$ cat src/rtl/pipeline_test_controller_if.sv
// Bus bundle between the run-and-check harness and whoever drives it (bench or SoC glue).
// Strobes: st_valid/pc_valid qualify their payload in the same cycle; there is no ready, the harness never back-pressures.
interface pipeline_test_controller_if #(
    parameter int ADDR_W     = 32,
    parameter int DATA_W     = 32,
    parameter int NUM_CHECKS = 4,
    parameter int CNT_W      = 16
);
    localparam int IDX_W = (NUM_CHECKS > 1) ? $clog2(NUM_CHECKS) : 1;

    logic              start;
    logic              chk_wr_en;
    logic [IDX_W-1:0]  chk_idx;
    logic [ADDR_W-1:0] chk_addr;
    logic [DATA_W-1:0] chk_data;
    logic              st_valid;
    logic [ADDR_W-1:0] st_addr;
    logic [DATA_W-1:0] st_data;
    logic              pc_valid;
    logic [ADDR_W-1:0] pc_in;
    logic              core_reset;
    logic              busy;
    logic              done;
    logic              pass;
    logic              timeout;
    logic [IDX_W:0]    fail_count;
    logic [IDX_W-1:0]  first_fail_idx;
    logic [CNT_W-1:0]  cycle_count;
    logic [2:0]        dbg_state;

    modport master (
        output start, chk_wr_en, chk_idx, chk_addr, chk_data,
        output st_valid, st_addr, st_data, pc_valid, pc_in,
        input  core_reset, busy, done, pass, timeout,
        input  fail_count, first_fail_idx, cycle_count, dbg_state
    );

    modport slave (
        input  start, chk_wr_en, chk_idx, chk_addr, chk_data,
        input  st_valid, st_addr, st_data, pc_valid, pc_in,
        output core_reset, busy, done, pass, timeout,
        output fail_count, first_fail_idx, cycle_count, dbg_state
    );
endinterface

$ cat src/rtl/pipeline_test_controller.sv
// Run-and-check harness for riscv_pipeline: holds the core in reset, runs it until a PC
// halt loop or timeout while snooping stores, then scores the captured stores against a table.
module pipeline_test_controller #(
    parameter int ADDR_W         = 32,
    parameter int DATA_W         = 32,
    parameter int NUM_CHECKS     = 4,
    parameter int RESET_CYCLES   = 2,
    parameter int HALT_REPEAT    = 3,
    parameter int TIMEOUT_CYCLES = 1000,
    parameter int CNT_W          = 16
) (
    input logic                        clk,
    input logic                        reset,
    pipeline_test_controller_if.slave  bus
);
    localparam int IDX_W  = (NUM_CHECKS > 1) ? $clog2(NUM_CHECKS) : 1;
    localparam int HOLD_W = $clog2(RESET_CYCLES) + 1;
    localparam int REP_W  = $clog2(HALT_REPEAT) + 1;

    typedef enum logic [2:0] {
        S_IDLE  = 3'd0,
        S_HOLD  = 3'd1,
        S_RUN   = 3'd2,
        S_CHECK = 3'd3,
        S_DONE  = 3'd4
    } state_t;

    state_t              state_q, state_d;
    logic [HOLD_W-1:0]   hold_q, hold_d;
    logic [REP_W-1:0]    rep_q, rep_d;
    logic [ADDR_W-1:0]   prev_pc_q, prev_pc_d;
    logic                prev_valid_q, prev_valid_d;
    logic [CNT_W-1:0]    cyc_q, cyc_d;
    logic                timeout_q, timeout_d;
    logic [IDX_W:0]      fail_q, fail_d;
    logic [IDX_W-1:0]    ffi_q, ffi_d;
    logic [IDX_W-1:0]    idx_q, idx_d;
    logic [NUM_CHECKS-1:0] ent_valid_q, ent_valid_d;
    logic [NUM_CHECKS-1:0] ent_hit_q, ent_hit_d;
    logic [ADDR_W-1:0]   ent_addr_q [NUM_CHECKS];
    logic [ADDR_W-1:0]   ent_addr_d [NUM_CHECKS];
    logic [DATA_W-1:0]   ent_exp_q  [NUM_CHECKS];
    logic [DATA_W-1:0]   ent_exp_d  [NUM_CHECKS];
    logic [DATA_W-1:0]   ent_cap_q  [NUM_CHECKS];
    logic [DATA_W-1:0]   ent_cap_d  [NUM_CHECKS];
    logic                launch;
    logic                halt;
    logic                tmo;

    // State register
    always_ff @(posedge clk) begin
        if (reset) begin
            state_q      <= S_IDLE;
            hold_q       <= '0;
            rep_q        <= '0;
            prev_pc_q    <= '0;
            prev_valid_q <= 1'b0;
            cyc_q        <= '0;
            timeout_q    <= 1'b0;
            fail_q       <= '0;
            ffi_q        <= '1;
            idx_q        <= '0;
            ent_valid_q  <= '0;
            ent_hit_q    <= '0;
            ent_addr_q   <= '{default: '0};
            ent_exp_q    <= '{default: '0};
            ent_cap_q    <= '{default: '0};
        end else begin
            state_q      <= state_d;
            hold_q       <= hold_d;
            rep_q        <= rep_d;
            prev_pc_q    <= prev_pc_d;
            prev_valid_q <= prev_valid_d;
            cyc_q        <= cyc_d;
            timeout_q    <= timeout_d;
            fail_q       <= fail_d;
            ffi_q        <= ffi_d;
            idx_q        <= idx_d;
            ent_valid_q  <= ent_valid_d;
            ent_hit_q    <= ent_hit_d;
            ent_addr_q   <= ent_addr_d;
            ent_exp_q    <= ent_exp_d;
            ent_cap_q    <= ent_cap_d;
        end
    end

    // Next-state and datapath
    always_comb begin
        state_d      = state_q;
        hold_d       = hold_q;
        rep_d        = rep_q;
        prev_pc_d    = prev_pc_q;
        prev_valid_d = prev_valid_q;
        cyc_d        = cyc_q;
        timeout_d    = timeout_q;
        fail_d       = fail_q;
        ffi_d        = ffi_q;
        idx_d        = idx_q;
        ent_valid_d  = ent_valid_q;
        ent_hit_d    = ent_hit_q;
        ent_addr_d   = ent_addr_q;
        ent_exp_d    = ent_exp_q;
        ent_cap_d    = ent_cap_q;
        launch       = 1'b0;
        halt         = 1'b0;
        tmo          = 1'b0;

        unique case (state_q)
            S_IDLE: begin
                if (bus.chk_wr_en && (32'(bus.chk_idx) < NUM_CHECKS)) begin
                    ent_valid_d[bus.chk_idx] = 1'b1;
                    ent_addr_d[bus.chk_idx]  = bus.chk_addr;
                    ent_exp_d[bus.chk_idx]   = bus.chk_data;
                end
                launch = bus.start;
            end
            S_HOLD: begin
                if (hold_q == HOLD_W'(RESET_CYCLES - 1)) begin
                    state_d      = S_RUN;
                    rep_d        = '0;
                    prev_valid_d = 1'b0;
                end else begin
                    hold_d = hold_q + HOLD_W'(1);
                end
            end
            S_RUN: begin
                cyc_d = (cyc_q == '1) ? cyc_q : cyc_q + CNT_W'(1);
                if (bus.st_valid) begin
                    for (int i = 0; i < NUM_CHECKS; i++) begin
                        if (ent_valid_q[i] && (ent_addr_q[i] == bus.st_addr)) begin
                            ent_cap_d[i] = bus.st_data;
                            ent_hit_d[i] = 1'b1;
                        end
                    end
                end
                // A repeat is only counted against a PC seen as valid earlier in this run.
                if (bus.pc_valid) begin
                    prev_pc_d    = bus.pc_in;
                    prev_valid_d = 1'b1;
                    rep_d = (prev_valid_q && (bus.pc_in == prev_pc_q)) ? rep_q + REP_W'(1) : '0;
                end else begin
                    rep_d = '0;
                end
                halt = (rep_d == REP_W'(HALT_REPEAT - 1));
                tmo  = (cyc_q == CNT_W'(TIMEOUT_CYCLES - 1));
                if (halt) begin
                    state_d = S_CHECK;
                end else if (tmo) begin
                    state_d   = S_CHECK;
                    timeout_d = 1'b1;
                end
            end
            S_CHECK: begin
                if (ent_valid_q[idx_q] &&
                    (!ent_hit_q[idx_q] || (ent_cap_q[idx_q] != ent_exp_q[idx_q]))) begin
                    fail_d = fail_q + (IDX_W + 1)'(1);
                    if (fail_q == '0) ffi_d = idx_q;
                end
                if (idx_q == IDX_W'(NUM_CHECKS - 1)) state_d = S_DONE;
                else                                 idx_d   = idx_q + IDX_W'(1);
            end
            S_DONE: begin
                launch = bus.start;
            end
            default: state_d = S_IDLE;
        endcase

        // Relaunch keeps the expected table but discards everything from the previous run.
        if (launch) begin
            state_d   = S_HOLD;
            hold_d    = '0;
            ent_hit_d = '0;
            cyc_d     = '0;
            timeout_d = 1'b0;
            fail_d    = '0;
            ffi_d     = '1;
            idx_d     = '0;
        end
    end

    // Outputs
    always_comb begin
        bus.core_reset     = (state_q != S_RUN);
        bus.busy           = (state_q == S_HOLD) || (state_q == S_RUN) || (state_q == S_CHECK);
        bus.done           = (state_q == S_DONE);
        bus.pass           = (state_q == S_DONE) && (fail_q == '0) && !timeout_q;
        bus.timeout        = timeout_q;
        bus.fail_count     = fail_q;
        bus.first_fail_idx = ffi_q;
        bus.cycle_count    = cyc_q;
        bus.dbg_state      = state_q;
    end
endmodule

$ cat src/flat_wrapper.sv
// flat-port wrapper written by rule: the top's interface ports become plain ports
module pipeline_test_controller_flat 
#(
    parameter int ADDR_W         = 32,
    parameter int DATA_W         = 32,
    parameter int NUM_CHECKS     = 4,
    parameter int RESET_CYCLES   = 2,
    parameter int HALT_REPEAT    = 3,
    parameter int TIMEOUT_CYCLES = 1000,
    parameter int CNT_W          = 16
)
  (clk, reset, bus_start, bus_chk_wr_en, bus_chk_idx, bus_chk_addr, bus_chk_data, bus_st_valid, bus_st_addr, bus_st_data, bus_pc_valid, bus_pc_in, bus_core_reset, bus_busy, bus_done, bus_pass, bus_timeout, bus_fail_count, bus_first_fail_idx, bus_cycle_count, bus_dbg_state);
  pipeline_test_controller_if #(.ADDR_W(ADDR_W), .DATA_W(DATA_W), .NUM_CHECKS(NUM_CHECKS), .CNT_W(CNT_W)) bus_i ();
  input logic clk;
  input logic reset;
  input wire logic [$bits(bus_i.start)-1:0] bus_start;
  input wire logic [$bits(bus_i.chk_wr_en)-1:0] bus_chk_wr_en;
  input wire logic [$bits(bus_i.chk_idx)-1:0] bus_chk_idx;
  input wire logic [$bits(bus_i.chk_addr)-1:0] bus_chk_addr;
  input wire logic [$bits(bus_i.chk_data)-1:0] bus_chk_data;
  input wire logic [$bits(bus_i.st_valid)-1:0] bus_st_valid;
  input wire logic [$bits(bus_i.st_addr)-1:0] bus_st_addr;
  input wire logic [$bits(bus_i.st_data)-1:0] bus_st_data;
  input wire logic [$bits(bus_i.pc_valid)-1:0] bus_pc_valid;
  input wire logic [$bits(bus_i.pc_in)-1:0] bus_pc_in;
  output wire logic [$bits(bus_i.core_reset)-1:0] bus_core_reset;
  output wire logic [$bits(bus_i.busy)-1:0] bus_busy;
  output wire logic [$bits(bus_i.done)-1:0] bus_done;
  output wire logic [$bits(bus_i.pass)-1:0] bus_pass;
  output wire logic [$bits(bus_i.timeout)-1:0] bus_timeout;
  output wire logic [$bits(bus_i.fail_count)-1:0] bus_fail_count;
  output wire logic [$bits(bus_i.first_fail_idx)-1:0] bus_first_fail_idx;
  output wire logic [$bits(bus_i.cycle_count)-1:0] bus_cycle_count;
  output wire logic [$bits(bus_i.dbg_state)-1:0] bus_dbg_state;
  assign bus_i.start = bus_start;
  assign bus_i.chk_wr_en = bus_chk_wr_en;
  assign bus_i.chk_idx = bus_chk_idx;
  assign bus_i.chk_addr = bus_chk_addr;
  assign bus_i.chk_data = bus_chk_data;
  assign bus_i.st_valid = bus_st_valid;
  assign bus_i.st_addr = bus_st_addr;
  assign bus_i.st_data = bus_st_data;
  assign bus_i.pc_valid = bus_pc_valid;
  assign bus_i.pc_in = bus_pc_in;
  assign bus_core_reset = bus_i.core_reset;
  assign bus_busy = bus_i.busy;
  assign bus_done = bus_i.done;
  assign bus_pass = bus_i.pass;
  assign bus_timeout = bus_i.timeout;
  assign bus_fail_count = bus_i.fail_count;
  assign bus_first_fail_idx = bus_i.first_fail_idx;
  assign bus_cycle_count = bus_i.cycle_count;
  assign bus_dbg_state = bus_i.dbg_state;
  pipeline_test_controller #(.ADDR_W(ADDR_W), .DATA_W(DATA_W), .NUM_CHECKS(NUM_CHECKS), .RESET_CYCLES(RESET_CYCLES), .HALT_REPEAT(HALT_REPEAT), .TIMEOUT_CYCLES(TIMEOUT_CYCLES), .CNT_W(CNT_W)) u_core (.clk(clk), .reset(reset), .bus(bus_i));
endmodule
$ cat config.mk
export PLATFORM = sky130hd
export DESIGN_NAME = pipeline_test_controller_flat
export DESIGN_NICKNAME = d
export VERILOG_FILES = /design/src/rtl/pipeline_test_controller_if.sv /design/src/rtl/pipeline_test_controller.sv /design/src/flat_wrapper.sv
export SDC_FILE = /design/constraint.sdc
export NUM_CORES = 1
export LEC_CHECK = 0
export CAP_MARGIN = 20
export CORE_ASPECT_RATIO = 0.8
export CORE_UTILIZATION = 34
export DETAILED_ROUTE_END_ITERATION = 8
export SYNTH_ARGS = -nofsm -noshare
export SYNTH_HDL_FRONTEND = slang
export SYNTH_SLANG_ARGS = --single-unit
$ cat constraint.sdc
create_clock -name clk -period 3.2 [get_ports clk]
set_input_delay 0.32 -clock clk [delete_from_list [all_inputs] [get_ports clk]]
set_output_delay 0.32 -clock clk [all_outputs]
set_load 0.02 [all_outputs]
==> Word level (Yosys, flattened, before mapping) <==
Cells that the tools add are included.
W data, S select, Z words.
{ "word_totals": {"ff_bits": 457, "input_bits": 168, "word_cells": 138} }
{ "op_classes": {"add_sub_neg": 5, "magnitude_cmp": 6, "n_eq_ne": 24, "mux": 31, "bitwise_logic": 8, "n_reduce_logical": 36} }
{ "ops": {"columns": ["op", "count"], "rows": [
  ["$bwmux W128", 2],
  ["$eq A32 B32 Y1", 5],
  ["$mux W32", 5],
  ["$bmux W32 S2", 2],
  ["$demux W32 S2", 1],
  ["$ne A32 B32 Y1", 1],
  ["$mux W3", 8],
  ["$reduce_and A3 Y1", 7],
  ["$add A16 B1 Y16 const B", 1],
  ["$eq A16 B10 Y1 const B", 1],
  ["$eq A16 B16 Y1 const B", 1],
  ["$reduce_and A2 Y1", 7],
  ["$pmux W3 S4", 1],
  ["$logic_and A1 B1 Y1", 10],
  ["$eq A3 B2 Y1 const B", 3],
  ["$ne A3 B1 Y1 const B", 3],
  ["$reduce_and A4 Y1", 2],
  ["$mux W1", 7],
  ["$add A3 B1 Y3 const B", 2],
  ["$ge A3 B3 Y1 const B", 2],
  ["$logic_not A3 Y1", 2],
  ["$lt A2 B3 Y1 const B", 2],
  ["$ne A2 B1 Y1 const B", 3],
  ["$not A2 Y3", 2],
  ["20 further kinds", 30]
]} }

==> Longest topological paths before layout <==
Gate-level depths: netlist of run 1.
{ "depth": {"ltp_word": 9, "ltp_mapped": 10, "ltp_nobuf": 8} }

==> Worst setup path before layout of run 1 <==
No wires, ideal clock.
{ "synth_path": {"path_type": "register -> register", "from": "register u_core.idx_q[1]", "to": "register u_core.fail_q[2], in the netlist u_core.bus.fail_count[2]", "setup_ps": 72, "arrival_time_ps": 2282, "path_slack_ps": 846, "stages_incl_launch_ff": 10, "path_buffers": 2, "period_less_slack_ps": 2354, "cell_sequence": "dfxtp_1 buf_2 buf_2 mux4_2 xnor2_1 nand4_1 nor4_2 nand4_1 nand3_1 mux2i_1"} }
{ "synth_via": {"elab_chain_len": 8, "word_cells_on_any_way": 16} }
{ "synth_rtl": {"columns": ["item", "line", "rtl"], "rows": [
  ["from (decl)", "pipeline_test_controller.sv:37", "logic [IDX_W-1:0] idx_q, idx_d;"],
  ["from (signal assigned)", "pipeline_test_controller.sv:78", "idx_q <= idx_d;"],
  ["$not A2 Y3 (implied by the code)", "pipeline_test_controller.sv:155", "(!ent_hit_q[idx_q] || (ent_cap_q[idx_q] != ent_exp_q[idx_q]))) begin"],
  ["$bmux W32 S2", "pipeline_test_controller.sv:155", null],
  ["$mux W32 (implied by the code) (2 in series)", "pipeline_test_controller.sv:155", null],
  ["$ne A32 B32 Y1", "pipeline_test_controller.sv:155", null],
  ["$logic_or A1 B1 Y1", "pipeline_test_controller.sv:155", null],
  ["$logic_and A1 B1 Y1 *", "pipeline_test_controller.sv:154", "if (ent_valid_q[idx_q] &&"],
  ["$reduce_and A2 Y1 (no line) *", null, null],
  ["to (signal assigned)", "pipeline_test_controller.sv:76", "fail_q <= fail_d;"],
  ["to (decl)", "pipeline_test_controller.sv:35", "logic [IDX_W:0] fail_q, fail_d;"]
]} }
Every way passes the cells marked *; elsewhere a longest branch is shown, timed or not. The select of a mux whose other input is x is not followed.
A chain may end at the register's enable or synchronous reset.

==> Final worst setup path of run 1 <==
Ends and elaborated chain as after synthesis.

==> impl_results.md, run 1 <==
- Outcome: complete, no violations
- RSZ-0062 raised after global routing: false
- H-tree depth: 2
- Vias in the first global route: 15,493
- Least-Margin Pin Slew: 1.27 ns
- CP arrival: 3.52 ns
- I/O pin count: 197
- Die X: 272 um
- Clock sink count: roughly 460
- Total power draw: 12,700 uW
- Setup CP Type: flop to flop
- Final Skew: 0.0275 ns
- Total routing usage reported by global routing: 19.5%
- Synth Net Count: roughly 2,400
- Drt via density: 5.10
- Die height: approximately 220 um
- Asr flop ratio synth: 0%
- Post-synth EDFFs: 0
- Via count: ~16,000
- TNS Setup: 0 ns
- Placed Area: 22,500 um^2
- Critical path's largest stage delay: 0.68 ns
- Part of the power in combinational logic: under 10%
- Cell mode on critical path: nand4_1
- Hold crit path type: input port to flop
- Largest net degree at the start of global routing: 258
- Starting Density: 34.7%
- Post-route ant nets: 0
- Endpoints failing hold: 0
- Port bufs: 196
- WL final: 59.2 mm
- Final-stage net count: 2,548
- Final setup violating endpoints: 0
- Max capacitance violation total: 0
- Die footprint: 59,300 um^2
- Req. time, crit path: 3.70 ns
- Library cells used by synthesis: 41
- Register bit total from synthesis: 457
- Max-slew headroom: ~15%
- Core area: 57,200 um^2
- TritonCTS clock tree: built
- PwrDens: 525 nW/um^2
- Crit-path max FO: 27
- Iter 0 DRT Violations: 1,298
- Pre-antenna DRT Iters: 5
- F_max: 0.331 GHz
- Ys Warns: 0
- Syn Area/Cell: 8.75 um^2
- Fraction of power spent switching nets: 23.9%
- First-pass GRT wire length: 90.3 mm
- Max Root-Sink Buffers: 3
- Total CTS buffers: 50
- Net Sw Power: approximately 3000 uW
- Crit-path leading delay family: simple AND/OR/NAND/NOR gates
- CTS clk-pin slew, worst paths: 0.06 ns
- Crit path launch type: flop
- Fin. max-slew vios: 0
- DRC: 0
- Flop pwr share: 46.5%
- Area Growth Syn to Fin: 21.7%
- Grt ovf: 0
- Synthesized instance count: 2,269
- Initial antenna violation count: 11
- Period utilization: 94.4%
- VDD IR max: 0.351 mV
- Post-route cell area: between 20,000 and 25,000 um^2
- Mapped cell area: slightly below 20,000 um^2
- Crit end category: flop
- Routed len/inst: 18.6 um
- Clock share of power: 45.0%
- Buf/Inv on CP: 1
- Worst-skew pair later-pin latency: 0.59 ns
- CTS Root Cell: clkbuf_16
- Minimum clock period: 3.02 ns
- Rows: 78
- Share of cells above drive strength 1: 7.47%
- CP Cell Sequence: buf_4 -> mux4_2 -> xnor2_1 -> nand4_1 -> nor4_2 -> nand4_1 -> nand3_1 -> mux2i_1
- Slowest cell on crit path: dfxtp_4
- Pleak: ~0.009 uW
- GPL Wtd Cong: 0.818
- Register area share after synthesis: 46.1%
- Int Power: 9640 uW
- Ys flop type: dfxtp_1
- DP Wirelength: 38.2 mm
[sequential cells by signal (all words and copies together) (netlist names)]
| name | count |
|---|---|
| u_core.bus.timeout | 1 |
| u_core.ent_hit_q | 4 |
| u_core.ent_valid_q | 4 |
| u_core.bus.fail_count | 3 |
| u_core.ent_addr_q | 128 |
| u_core.ent_cap_q | 128 |
| u_core.hold_q | 2 |
| u_core.prev_valid_q | 1 |
| u_core.ent_exp_q | 128 |
| u_core.bus.first_fail_idx | 2 |
| u_core.bus.cycle_count | 16 |
| u_core.rep_q | 3 |
| u_core.prev_pc_q | 32 |
| u_core.idx_q | 2 |
| u_core.bus.dbg_state | 3 |
[power by group through the flow]
stage          registers (uW)  logic [uW]  clock network [uW]
6_report                 5890        1070                5710
5_1_grt                  5900        1150                6080
4_1_cts                  5890        1070                5840
3_5_place_dp             6020        1060                   0
3_3_place_gp             6010        1050                   0
2_1_floorplan            6000         562                   0
[cell families after synthesis]
kind of cell	after synthesis	synth area share, %
DFF	457	46.1
AOI/OAI and AO/OA	321	8.27
buffers and inverters	186	3.73
adders and majority gates	6	0.378
muxes	192	13.5
and+or+nand+nor	891	18.5
xor gates and xnor gates	216	9.53
[cell type report]
| cell class | instances | area [um^2] |
|---|---|---|
| antenna | 3 | 7.51 |
| clock buffer | 78 | 1470 |
| clock inverter | 11 | 145 |
| fill | 5607 | 33000 |
| inverter | 12 | 45.0 |
| multi-input combinational | 1626 | 10000 |
| sequential | 457 | 9160 |
| tap | 760 | 951 |
| timing repair buffer | 227 | 2370 |
[tightest hold or removal path, delay by kind of cell]
kind / cells / cell delay [ns]
buffers and inverters: 1 / 0.09
and+or+nand+nor: 1 / 0.09
AOI/OAI and AO/OA: 1 / 0.11
[worst paths after layout]
kind / startpoint / endpoint / slack, ns / cells after the start
worst max-delay path: u_core.idx_q[1] / u_core.bus.fail_count[2] / 0.18 / 8
worst min register to register: u_core.ent_hit_q[0] / u_core.ent_hit_q[0] / 0.44 / 2
worst max register to register: u_core.idx_q[1] / u_core.bus.fail_count[2] / 0.18 / 8
worst min-delay path: reset / u_core.bus.first_fail_idx[0] / 0.07 / 3
[per-stage QoR]
step | setup slack (ns) | util (%) | hold WS, ns | instances
after CTS | 0.0462 | 42.2 | 0.0511 | 3170
after global routing | 0.0939 | 42.2 | 0.0742 | 3172
after global placement | 0.0894 | 39.3 | 0.431 | 3081
after floorplan | 0.846 | - | 0.422 | 2269
after detailed placement | 0.0647 | 39.3 | 0.438 | 3081
final | 0.180 | 42.2 | 0.0726 | 3174
[synth_stat cells, types with 4 or more instances]
cell | n | share of area [%]
nand2_1 | 597 | 11
nand3b_1 | 4 | 0.15
xor2_1 | 57 | 2.5
nor2_1 | 167 | 3.2
dfxtp_1 | 457 | 46
mux2i_1 | 131 | 6.6
and3_1 | 5 | 0.16
nor4_1 | 15 | 0.47
xnor2_1 | 159 | 7.0
a21oi_1 | 302 | 7.6
o21ai_0 | 5 | 0.13
mux4_2 | 61 | 6.9
nor3_1 | 13 | 0.33
and2_1 | 5 | 0.16
buf_1 | 5 | 0.095
buf_2 | 23 | 0.58
nand3_1 | 20 | 0.50
nor4b_1 | 4 | 0.18
ha_1 | 6 | 0.38
clkbuf_1 | 143 | 2.7
and4_1 | 5 | 0.22
inv_1 | 11 | 0.21
nand4_1 | 42 | 1.3
[what timing repair did]
item	CTS	global route
hold buffers	0	0
endpoints found under the setup margin	0	4
resized for setup	0	0
buffers inserted	0	1
[routing by layer]
metal / GRT usage (%) / up-vias / wire length [um] / part of all wire (%)
li1: - / 7768 / - / -
met1: 27.1 / 7844 / 27400 / 46
met2: 29.7 / 466 / 25900 / 44
met3: 5.21 / 98 / 4570 / 7.7
met4: 5.30 / 16 / 1200 / 2.0
met5: 0 / - / 100 / 0.17
[cell usage in the layout, fill, tap and decap left out, drive strengths merged, types with 3 or more instances in the layout]
master         netlist  routed
diode                0       3
and2                 5       5
nor2b                3       3
xnor2              159     159
nand2              597     597
nand4               42      42
dfxtp              457     457
nor3                13      13
o21ai                7       7
nand2b               3       3
a211oi               3       3
nand3b               4       4
nor4                16      16
nor2               167     167
and4                 5       5
or3                  3       3
o31ai                3       3
clkdlybuf4s50        0     195
xor2                57      57
buf                 30      32
and3                 5       5
clkbuf             144      78
nand3               20      20
a21oi              302     302
nor4b                4       4
bufinv               0       3
nand4b               3       3
mux4                61      61
mux2i              131     131
inv                 11      11
ha                   6       6
clkinv               1       9
Power figures use the tool's default switching activity.
==> inputs of run 2 (changes only) <==
--- a/config.mk
+++ b/config.mk
@@ -7,8 +7,10 @@
 export LEC_CHECK = 0
 export CAP_MARGIN = 20
 export CORE_ASPECT_RATIO = 0.8
-export CORE_UTILIZATION = 34
+export CORE_UTILIZATION = 45
+export CTS_CLUSTER_DIAMETER = 150
 export DETAILED_ROUTE_END_ITERATION = 8
+export PLACE_DENSITY = 0.65
 export SYNTH_ARGS = -nofsm -noshare
 export SYNTH_HDL_FRONTEND = slang
 export SYNTH_SLANG_ARGS = --single-unit
==> run 2 against run 1 <==
Die area fell by 24%. Via count decreased by 0.30%. Hold slack better by 0.16 ns. Maximum frequency is 5.1% higher. Non-clock buffer count up 3. Flip-flop and latch count is the same. Highest routed layer unchanged. Cell count fell by 6.3%. Clock-buffer cell count is 7 lower. Clock power is 2% higher. Final area down 0.89%.
==> impl_results.md, run 2 (synthesis gave the netlist of run 1 again) <==
- PwrDens: 533 nW/um^2
- Hold Crit Depth: 2
- TNS Setup: 0 ns
- Final setup violating endpoints: 0
- Drt via density: approximately 5.4
- Net Sw Power: 3000 uW
- Hold crit path type: input port to flop
- Area Growth Syn to Fin: 20.6%
- Max-slew headroom: 33.8%
- Crit-path leading delay family: simple AND/OR/NAND/NOR gates
- Largest net degree at the start of global routing: roughly 230
- Part of the power in combinational logic: 8.4%
- Via count: 16,144
- TritonCTS clock tree: built
- Rows: 68
- Core area: 43,300 um^2
- Grt ovf: 0
- Post-CTS sizing: 0
- Crit path launch type: flop
- Worst path depth: 8
- CP Cell Sequence: buf_4 -> mux4_2 -> xnor2_1 -> nand4_1 -> nor4_2 -> nand4_1 -> nand3_1 -> mux2i_1
- Share of cells above drive strength 1: just under 8%
- Pleak: ~0.009 uW
- Period utilization: 89.8%
- RSZ-0062 raised after global routing: false
- Vias in the first global route: 15,077
- Worst-skew pair later-pin latency: 0.58 ns
- Iter 0 DRT Violations: 1,421
- WL final: 56.7 mm
- Initial antenna violation count: 3
- Cell mode on critical path: nand4_1
- Outcome: complete, no violations
- Crit-path max FO: 26
- Starting Density: 45.8%
- F_max: roughly 0.35 GHz
- DP Wirelength: 37.0 mm
- Dpl cells: slightly below 3,000
- Slowest cell on crit path: dfxtp_4
- Die footprint: 44,900 um^2
- Final Skew: approximately 0.018 ns
- Routed len/inst: 19.1 um
- DRC: 0
- Final Non-Filler Cells: 2,973
- Critical path's largest stage delay: 0.69 ns
- Fin. max-slew vios: 0
- Commonest non-fill, non-tap cells in the layout: nand2_1, dfxtp_1, a21oi_1
- Buf/Inv on CP: 1
- GPL Wtd Cong: a little under 0.9
- Clock sink count: approximately 460
- FF-to-FF path depth: 8
- CTS Root Cell: clkbuf_16
- Pre-antenna DRT Iters: 5
- Top Registers: u_core.ent_addr_q: 128 flops, u_core.ent_cap_q: 128 flops, u_core.ent_exp_q: 128 flops
- Post-route ant nets: 0
- Max Root-Sink Buffers: 3
- Fillers: 3,842
- Setup bufs post-CTS: 0
- Least-Margin Pin Slew: 0.993 ns
- Req. time, crit path: between 3 and 4 ns
- Die height: 190 um
- Total CTS buffers: 47
- Crit end category: flop
- CTS clk-pin slew, worst paths: 0.06 ns
- Port bufs: 196
- First-pass GRT wire length: 87.2 mm
- H-tree depth: 2
- Clock share of power: 45.4%
- Flop pwr share: between 40% and 50%
- Int Power: 9760 uW
- Fraction of power spent switching nets: 23.5%
- Final-stage net count: 2,548
- Minimum clock period: about 2.9 ns
- Setup CP Type: flop to flop
- VDD IR max: 0.324 mV
- Max capacitance violation total: 0
- Commonest non-fill, non-tap cell in the layout: nand2_1
- I/O pin count: 197
- Total routing usage reported by global routing: 24.9%
- Total power draw: 12,800 uW
- Die X: 237 um
- CP arrival: 3.38 ns
- # hold bufs at CTS: 0
- Endpoints failing hold: 0
## run 2: stage by stage
stage | utilization [%] | hold WS (ns) | instance area (um^2) | setup slack (ns)
floorplan | - | 0.422 | 19800 | 0.846
global placement | 51.4 | 0.431 | 22300 | 0.324
detailed placement | 51.4 | 0.440 | 22300 | 0.277
CTS | 55.2 | 0.205 | 23900 | 0.334
global route | 55.3 | 0.234 | 23900 | 0.155
finish | 55.3 | 0.230 | 23900 | 0.325
## run 2: worst paths after layout
path | end | start | slack [ns]
setup / recovery | u_core.bus.fail_count[2] | u_core.idx_q[0] | 0.33
hold / removal | u_core.rep_q[1] | reset | 0.23
setup reg to reg | u_core.bus.fail_count[2] | u_core.idx_q[0] | 0.33
hold reg to reg | u_core.ent_hit_q[2] | u_core.ent_hit_q[2] | 0.45
## run 2: layer usage
| metal | vias up | global-route usage [%] | part of all wire [%] | routed length [um] |
|---|---|---|---|---|
| met1 | 7734 | 36.9 | 47 | 26900 |
| met2 | 570 | 36.8 | 43 | 24400 |
| met4 | 2 | 6.67 | 2.0 | 1110 |
| met5 | - | 0 | 0.023 | 13 |
| li1 | 7762 | - | - | - |
| met3 | 76 | 4.56 | 7.6 | 4300 |
## run 2: power by group through the flow
stage / logic, uW / registers [uW] / clock network, uW
floorplan: 562 / 6000 / 0
global placement: 1040 / 6010 / 0
detailed placement: 1060 / 6020 / 0
CTS: 1060 / 5890 / 5880
global route: 1150 / 5900 / 6120
finish: 1070 / 5890 / 5800
## run 2: area by class of cell
type | count | area (um^2) | share of cell area (%)
well taps | 560 | 701 | 2.93
multi-input cells | 1626 | 9990 | 41.8
clock buffers | 71 | 1440 | 6.01
inverters | 12 | 45.0 | 0.188
diodes | 2 | 5.00 | 0.0209
flip-flops and latches | 457 | 9160 | 38.3
clock inverters | 15 | 205 | 0.858
repair buffers | 230 | 2380 | 9.97
## run 2: worst reg2reg max path: cells and delay by family (launching register included)
kind / cells / cell delay, ns
xor+xnor: 1 / 0.25
simple gates: 4 / 0.91
flops: 1 / 0.69
buf+inv: 1 / 0.26
mux: 2 / 0.69
==> inputs of run 3 (changes only) <==
--- a/config.mk
+++ b/config.mk
@@ -7,10 +7,10 @@
 export LEC_CHECK = 0
 export CAP_MARGIN = 20
 export CORE_ASPECT_RATIO = 0.8
-export CORE_UTILIZATION = 45
+export CORE_UTILIZATION = 50
 export CTS_CLUSTER_DIAMETER = 150
 export DETAILED_ROUTE_END_ITERATION = 8
-export PLACE_DENSITY = 0.65
+export PLACE_DENSITY = 0.67
 export SYNTH_ARGS = -nofsm -noshare
 export SYNTH_HDL_FRONTEND = slang
 export SYNTH_SLANG_ARGS = --single-unit
==> run 3 against run 2 <==
Non-clock buffer count up 3. Sequential share of layout area is 0.072 points higher. Hold slack better by 0.024 ns. Via count is 1.3% higher. First-iteration DRC count is 2.8% higher. Register-to-register slack got worse by 0.11 ns.
==> impl_results.md, run 3 (synthesis gave the netlist of run 1 again) <==
- Outcome: complete, no violations
- Port bufs: 196
- I/O pin count: between 150 and 200
- Crit-path max FO: 24
- Share of cells above drive strength 1: 7.76%
- CP Cell Sequence: mux4_2 -> xnor2_1 -> nand4_1 -> nor4_2 -> nand4_1 -> nand3_1 -> mux2i_1
- Total CTS buffers: 46
- Slowest cell on crit path: dfxtp_4
- Area Growth Syn to Fin: 20.3%
- Iter 0 DRT Violations: 1,461
- Final core occ: 61.7%
- Post-route ant nets: 0
- Max Root-Sink Buffers: 3
- WHS Endpoint: u_core.ent_cap_q[2]
- Post-CTS sizing: 0
- Final setup margin: ~0.22 ns
- Pre-CTS setup slack: 0.232 ns
- First-pass GRT wire length: 87.8 mm
- H-tree depth: 2
- Req. time, crit path: 3.69 ns
- PwrDens: about 530 nW/um^2
- Worst reg-to-reg setup slack: 0.22 ns
- Commonest non-fill, non-tap cell in the layout: nand2_1
- Flop pwr share: 46.5%
- Clock sink count: 457
- Final-stage net count: 2,550
- Minimum clock period: approximately 3.0 ns
- F_max: 0.335 GHz
- Final setup violating endpoints: 0
- Starting Density: roughly half
- R2r startpoint: u_core.idx_q[0]
- Fin. max-slew vios: 0
- Routed len/inst: 19.4 um
- Setup CP Type: flop to flop
- Hold crit path type: input port to flop
- Largest net degree at the start of global routing: 187
- Post-route cell area: 23,900 um^2
- Placed Area: about 22,000 um^2
- Total routing usage reported by global routing: 27.7%
- Crit path launch type: flop
- Commonest non-fill, non-tap cells in the layout: nand2_1, dfxtp_1, a21oi_1
- Max capacitance violation total: 0
- Reg2reg end: u_core.bus.fail_count[2]
- Die X: between 200 and 250 um
- Grt ovf: 0
- Die footprint: 40,500 um^2
- FF-to-FF path depth: 7
- Worst hold start: reset
- Drt via density: between 5 and 6
- RSZ-0062 raised after global routing: false
- TritonCTS clock tree: built
- Period utilization: 93.3%
- Critical path's largest stage delay: 0.68 ns
- CTS Root Cell: clkbuf_16
- Max-slew headroom: 38.6%
- Initial antenna violation count: 2
- Clock share of power: between 40 and 50%
- GPL Wtd Cong: 0.861
- Final Skew: ~0.013 ns
- CP arrival: 3.48 ns
- Top Registers: u_core.ent_addr_q: 128 flops, u_core.ent_cap_q: 128 flops, u_core.ent_exp_q: 128 flops
- DRC: 0
- TNS Setup: 0 ns
- Fraction of power spent switching nets: 23.4%
- Net Sw Power: 2970 uW
- Int Power: 9690 uW
- WL final: 57.0 mm
- Die height: 180 um
- Crit end category: flop
- Core area: between 30,000 and 40,000 um^2
- Via count: 16,352
- DP Wirelength: 37.5 mm
- Part of the power in combinational logic: 8.5%
- Rows: 64
- VDD IR max: around 0.35 mV
- Least-Margin Pin Slew: 0.921 ns
- Hold Crit Depth: 2
- Pleak: 0.00901 uW
- Cell mode on critical path: nand4_1
- CTS clk-pin slew, worst paths: 0.06 ns
- Worst-skew pair later-pin latency: approximately 0.57 ns
- Vias in the first global route: 15,400
- Total power draw: 12,700 uW
- Endpoints failing hold: 0
- Pre-antenna DRT Iters: 5
-- run 3: changes by cell type in the layout (fill, tap and decap cells not counted), sizes merged --
cell	previous run	this run
clkinv	9	7
bufinv	5	6
clkinvlp	2	1
clkbuf	71	67
inv	11	13
buf	35	38
-- run 3: worst max path at each step --
stage / startpoint / to / slack (ns) / cells after the start
floorplan: u_core.idx_q[1] / u_core.bus.fail_count[2] / 0.85 / 9
global placement: u_core.idx_q[1] / u_core.bus.fail_count[2] / 0.27 / 8
detailed placement: u_core.idx_q[1] / u_core.bus.fail_count[2] / 0.23 / 8
CTS: u_core.idx_q[1] / u_core.bus.fail_count[2] / 0.18 / 8
global route: u_core.idx_q[0] / u_core.bus.fail_count[2] / 0.01 / 8
finish: u_core.idx_q[0] / u_core.bus.fail_count[2] / 0.22 / 7
-- run 3: per-layer routing --
| metal | vias to the layer above | share of wire, % | global-route usage (%) |
|---|---|---|---|
| li1 | 7758 | - | - |
| met1 | 7910 | 45 | 40.1 |
| met2 | 594 | 44 | 41.7 |
| met3 | 88 | 8.0 | 5.17 |
| met4 | 2 | 2.1 | 8.05 |
| met5 | - | 0.25 | 2.51 |
-- run 3: final cells by class --
| class | count | area [um^2] |
|---|---|---|
| Clock buffer | 67 | 1360 |
| Sequential cell | 457 | 9160 |
| Multi-Input combinational cell | 1626 | 9990 |
| Fill cell | 3244 | 14800 |
| Inverter | 12 | 45.0 |
| Clock inverter | 15 | 235 |
| Timing Repair Buffer | 233 | 2430 |
| Antenna cell | 2 | 5.00 |
| Tap cell | 528 | 661 |
-- run 3: critical path: cells and delay by family (launching register included) --
family        cells  cell delay, ns
simple gates      4            1.15
mux               2            0.81
flops             1            0.68
xor+xnor          1            0.26
-- run 3: metrics by stage --
step / cells / hold slack, ns
2_1_floorplan: 2269 / 0.422
3_3_place_gp: 2855 / 0.430
3_5_place_dp: 2855 / 0.439
4_1_cts: 2937 / 0.250
5_1_grt: 2940 / 0.275
6_report: 2940 / 0.254
-- run 3: power groups by stage --
stage          Combinational [uW]  Clock [uW]  Sequential, uW
2_1_floorplan                 562           0            6000
3_3_place_gp                 1050           0            6010
3_5_place_dp                 1060           0            6020
4_1_cts                      1060        5790            5890
5_1_grt                      1150        6040            5900
6_report                     1070        5700            5890
-- run 3: repair_timing --
item,4_1_cts,5_1_grt
endpoints found under the hold margin,0,0
buffers inserted,0,1
setup endpoints to repair,0,1
hold buffers,0,0
